## config.mk

```make
export PLATFORM = sky130hd
export DESIGN_NAME = avr_prefetch
export DESIGN_NICKNAME = d
export VERILOG_FILES = /design/src/rtl/avr_prefetch.sv
export SDC_FILE = /design/constraint.sdc
export NUM_CORES = 1
export LEC_CHECK = 0
export CAP_MARGIN = 10
export CORE_AREA = 2 2 151 153
export DETAILED_ROUTE_END_ITERATION = 6
export DIE_AREA = 0 0 153 155
export PLACE_DENSITY = 0.68
export SYNTH_ARGS = -nofsm -noshare
export SYNTH_HDL_FRONTEND = slang
export SYNTH_SLANG_ARGS = --single-unit
```

## constraint.sdc

```tcl
create_clock -name CLK -period 6.2 [get_ports CLK]
set_input_delay 1.24 -clock CLK [delete_from_list [all_inputs] [get_ports CLK]]
set_output_delay 1.24 -clock CLK [all_outputs]
set_load 0.005 [all_outputs]
```

## src/rtl/avr_prefetch.sv

```systemverilog
// Instruction prefetch queue for an AVR-style core.
// Fetches program words ahead of the CPU into a small FIFO of {pc, instr} pairs.
// Redirects flush the queue. A request already on the bus at redirect time is
// completed, and its returned word is dropped.

module avr_prefetch #(
    parameter int unsigned DEPTH    = 4,
    parameter logic [15:0] NOP_WORD = 16'h0000
) (
    input  logic        CLK,
    input  logic        RST,
    input  logic        stall,
    input  logic [2:0]  pc_src,
    input  logic [15:0] jmp,
    output logic        pm_req,
    output logic [15:0] pm_addr,
    input  logic        pm_ack,
    input  logic [15:0] pm_data,
    output logic [15:0] cur_instr,
    output logic [15:0] current_pc,
    output logic        instr_valid
);
    localparam int unsigned AW = $clog2(DEPTH);
    localparam int unsigned CW = AW + 1;

    logic [15:0]   fpc_q, fpc_d;
    logic [15:0]   req_addr_q, req_addr_d;
    logic [CW-1:0] count_q, count_d;
    logic [AW-1:0] rd_ptr_q, rd_ptr_d;
    logic [AW-1:0] wr_ptr_q, wr_ptr_d;
    logic          outstanding_q, outstanding_d;
    logic          discard_q, discard_d;

    logic [15:0]   pc_mem    [DEPTH];
    logic [15:0]   instr_mem [DEPTH];

    logic [CW-1:0] fill;
    logic          head_valid, ack_v, push, pop, redirect;
    logic [15:0]   head_pc, head_instr, target;

    assign fill       = count_q + CW'(outstanding_q);
    assign head_valid = (count_q != '0);
    assign head_pc    = pc_mem[rd_ptr_q];
    assign head_instr = instr_mem[rd_ptr_q];

    // Bus request and CPU-facing outputs; all forced to idle values while in reset
    always_comb begin
        pm_req      = !RST && (outstanding_q || (fill < CW'(DEPTH)));
        // Address is latched once a request is on the bus so a redirect cannot move it
        pm_addr     = outstanding_q ? req_addr_q : fpc_q;
        instr_valid = !RST && head_valid;
        cur_instr   = instr_valid ? head_instr : NOP_WORD;
        current_pc  = instr_valid ? head_pc : (RST ? 16'h0000 : fpc_q);
    end

    // Decode PC control into redirect / pop decisions
    always_comb begin
        redirect = 1'b0;
        target   = fpc_q;
        case (pc_src)
            3'b000: begin
                redirect = 1'b1;
                target   = 16'h0000;
            end
            3'b011: begin
                redirect = head_valid;
                target   = head_pc + 16'd2;
            end
            3'b100: begin
                redirect = head_valid;
                target   = head_pc + jmp;
            end
            3'b101: begin
                redirect = 1'b1;
                target   = jmp;
            end
            default: ;
        endcase
        // An ack only counts against a live request, so stale acks fall through
        ack_v = pm_ack && pm_req;
        pop   = head_valid && !stall && (pc_src == 3'b010);
        push  = ack_v && !discard_q && !redirect;
    end

    // Next-state for fetch pointer, queue pointers and request tracking
    always_comb begin
        fpc_d         = fpc_q;
        count_d       = count_q;
        rd_ptr_d      = rd_ptr_q;
        wr_ptr_d      = wr_ptr_q;
        discard_d     = discard_q;
        outstanding_d = pm_req && !ack_v;
        req_addr_d    = (pm_req && !ack_v) ? pm_addr : req_addr_q;
        if (redirect) begin
            fpc_d     = target;
            count_d   = '0;
            rd_ptr_d  = '0;
            wr_ptr_d  = '0;
            // A request left on the bus now belongs to the old stream
            discard_d = pm_req && !ack_v;
        end else begin
            if (ack_v) begin
                discard_d = 1'b0;
            end
            if (push) begin
                fpc_d    = fpc_q + 16'd1;
                wr_ptr_d = wr_ptr_q + AW'(1);
            end
            if (pop) begin
                rd_ptr_d = rd_ptr_q + AW'(1);
            end
            count_d = count_q + CW'(push) - CW'(pop);
        end
    end

    // State registers with synchronous reset
    always_ff @(posedge CLK) begin
        if (RST) begin
            fpc_q         <= 16'h0000;
            req_addr_q    <= 16'h0000;
            count_q       <= '0;
            rd_ptr_q      <= '0;
            wr_ptr_q      <= '0;
            outstanding_q <= 1'b0;
            discard_q     <= 1'b0;
        end else begin
            fpc_q         <= fpc_d;
            req_addr_q    <= req_addr_d;
            count_q       <= count_d;
            rd_ptr_q      <= rd_ptr_d;
            wr_ptr_q      <= wr_ptr_d;
            outstanding_q <= outstanding_d;
            discard_q     <= discard_d;
        end
    end

    // Queue storage; contents are only observed when count is non-zero
    always_ff @(posedge CLK) begin
        if (push) begin
            pc_mem[wr_ptr_q]    <= fpc_q;
            instr_mem[wr_ptr_q] <= pm_data;
        end
    end

endmodule

```

==> summary.txt <==
status: complete, no violations
Worst Min Path Start: rd_ptr_q[1]
TritonRoute pass-1 iters: 5
vias in the first global route: 5926
GRT Total Usage: 0.185
Rows: 55
largest area contributor in the netlist: edfxtp_1
Pwr Density: 263 nW/µm²
fillers: 1942
relative slew slack: 0.221
register area share after synthesis: 0.541
via count: 6183
Detail Route Antenna Nets: 0
Placer Congestion: 0.838
sequential share of power: 0.474
Setup-failing EPs final: 0
Design Power: 2.74 mW
Residual DRC: 0
Synth top area share: 0.442
share of cells above drive strength 1: 0.138
Max Root-Sink Buffers: 2
combinational share of power: 0.131
RSZ-0062 raised after global routing: no
leakage: 3.55 nW
H-tree Lvls: 4
Yosys warning count: 0
CP arrival: 3.41 ns
Switching Share: 0.247
# IOs: 89
DR WL/cell: 20.2 µm
Post-CTS Setup Repair Bufs: 0
DP Worst Slack: 1.55 ns
max_cap viols: 0
reg2reg end: fpc_q[11]
#FFs+latches synth: 171
Max Freq: 215 MHz
ant diodes: 0
Internal: 2.07 mW
setup TNS: 0 ns
Worst Hold Depth: 2
TritonCTS clock tree: yes
hold violation total from the final report: 0
final wirelength: 21800 µm
dominant synthesized flop cell: edfxtp_1
EDFF count, synth: 128
Cell Area, Synth: 8700 µm²
CTS hold repair buffers: 0
synth top area cells: edfxtp_1 (44%), dfxtp_1 (9.9%), mux4_2 (7.5%), mux2_2 (3.8%), nand2_1 (3.4%)
vias per cell: 5.73
most frequent cells in the layout: edfxtp_1 (128), clkdlybuf4s50_1 (87), nand2_1 (79)
core area: 22200 µm²
CP Class: input pin to primary output
Worst-Margin Slew: 1.17 ns
most common cell after layout, fill and taps aside: edfxtp_1
Hold WS: 0.520 ns
Reg clk slew, reported paths: 0.06 ns
initial core utilization: 0.391
Tmin final: 4.65 ns
final core occ: 0.469
Synth cell types: 72
flop-to-flop setup slack: 2.07 ns
clock tree sinks: 171
initial antenna violation count: 0
PostCTS Resize Cnt: 0
Clock Latency Late Sink: 0.43 ns
hold crit path type: flip-flop to flip-flop
PortBufs: 88
post-DP HPWL: 14800 µm
final worst slack: 1.55 ns
Slew Viols, Final: 0
die width: 153 µm
final period utilization: 0.750
Final #Nets: 846
asr flop ratio synth: 0
critical path startpoint category: input pin
Clock power frac: 0.395
switching pwr: 0.678 mW
Setup crit start: RST
R2R cell count: 9
syn_nets: 769
cts bufs inserted: 17
Clock Skew: 0.00785 ns
critical path peak fanout: 47
total global routing overflow: 0
cell count after synthesis: 705
first-pass GRT wire length: 33600 µm
clock root buffer: clkbuf_16
largest net degree at the start of global routing: 48
die area: 23700 µm²
CP required: 4.96 ns
die height: 155 µm
Setup crit end kind: primary output
Hold Path Sink: rd_ptr_q[1]
area grow syn2layout: 19.8%
synthesized area per cell: 12.3 µm²
Max IR drop VDD: 263 µV
1st-iter DRT viols: 598
worst max-delay path: stages:
cell	delay (ns)
buf_2	0.07
buf_4	0.44
clkinv_1	0.77
and3_1	0.40
clkdlybuf4s50_1	0.45
final cells by class:
type / count / area [µm²] / share of cell area
Sequential cell: 171 / 4710 / 0.451
Clock buffer: 21 / 440 / 0.0422
Timing Repair Buffer: 98 / 951 / 0.0912
Tap cell: 285 / 357 / 0.0342
Clock inverter: 11 / 159 / 0.0152
Multi-Input combinational cell: 481 / 3760 / 0.361
Inverter: 13 / 48.8 / 0.00468
cells in the mapped netlist, types with 3 or more instances:
master	n
a211o_1	3
dfxtp_1	43
o31ai_1	4
nand2b_1	5
and3_1	24
buf_2	9
ha_1	23
xnor2_1	18
a21o_1	4
o221ai_1	4
nor4_1	9
inv_1	12
a31oi_1	4
nand4_1	10
nor2b_1	16
nor3_1	9
mux4_1	3
mux2i_1	4
a221oi_1	4
a211oi_1	10
a2111oi_0	3
edfxtp_1	128
a21oi_1	46
nand2_1	79
nand3_1	13
clkbuf_1	23
o21ai_0	19
buf_1	3
mux2_2	29
mux4_2	29
o22ai_1	4
or3_1	4
o211ai_1	3
o41ai_1	3
o21a_1	5
nor2_1	34
xor2_1	16
state kept, by name, indices dropped and copies added (netlist names), named ones only:
signal,count
instr_mem,64
req_addr_q,16
outstanding_q,1
wr_ptr_q,2
discard_q,1
fpc_q,16
pc_mem,64
rd_ptr_q,2
count_q,3
cell families (layout without fill, tap and decap cells):
family          count (synthesis)  after routing  synth area share
flops                         171            171             0.541
mux                            65             65             0.126
fa+ha+maj                      25             25            0.0377
simple gates                  220            220             0.129
xor+xnor                       34             34            0.0342
compound gates                137            137             0.104
buf+inv                        53            143            0.0279
per-stage QoR:
stage | cell area, µm² | instances
2_1_floorplan | 8700 | 705
3_3_place_gp | 9830 | 1048
3_5_place_dp | 9830 | 1048
4_1_cts | 10400 | 1080
5_1_grt | 10400 | 1080
6_report | 10400 | 1080
worst max-delay path by stage:
stage / end / slack, ns / cells past startpoint
finish: cur_instr[1] / 1.55 / 5
global route: cur_instr[7] / 1.35 / 5
CTS: cur_instr[11] / 1.54 / 5
detailed placement: cur_instr[11] / 1.55 / 5
global placement: cur_instr[10] / 1.54 / 5
floorplan: count_q[2] / 2.40 / 12
power by group through the flow:
stage          logic [mW]  clock network [mW]  registers [mW]
2_1_floorplan       0.223                   0            1.31
3_3_place_gp        0.354                   0            1.32
3_5_place_dp        0.356                   0            1.33
4_1_cts             0.358                1.10            1.30
5_1_grt             0.392                1.15            1.31
6_report            0.359                1.08            1.30
metal layers:
| layer | vias up | global-route usage | wire length, µm |
|---|---|---|---|
| met5 | - | 0 | 0 |
| met2 | 230 | 0.302 | 10700 |
| met4 | 0 | 0.0758 | 577 |
| met1 | 3046 | 0.239 | 9120 |
| met3 | 42 | 0.0432 | 1410 |
| li1 | 2865 | - | - |
(Power assumes the default switching activity.)
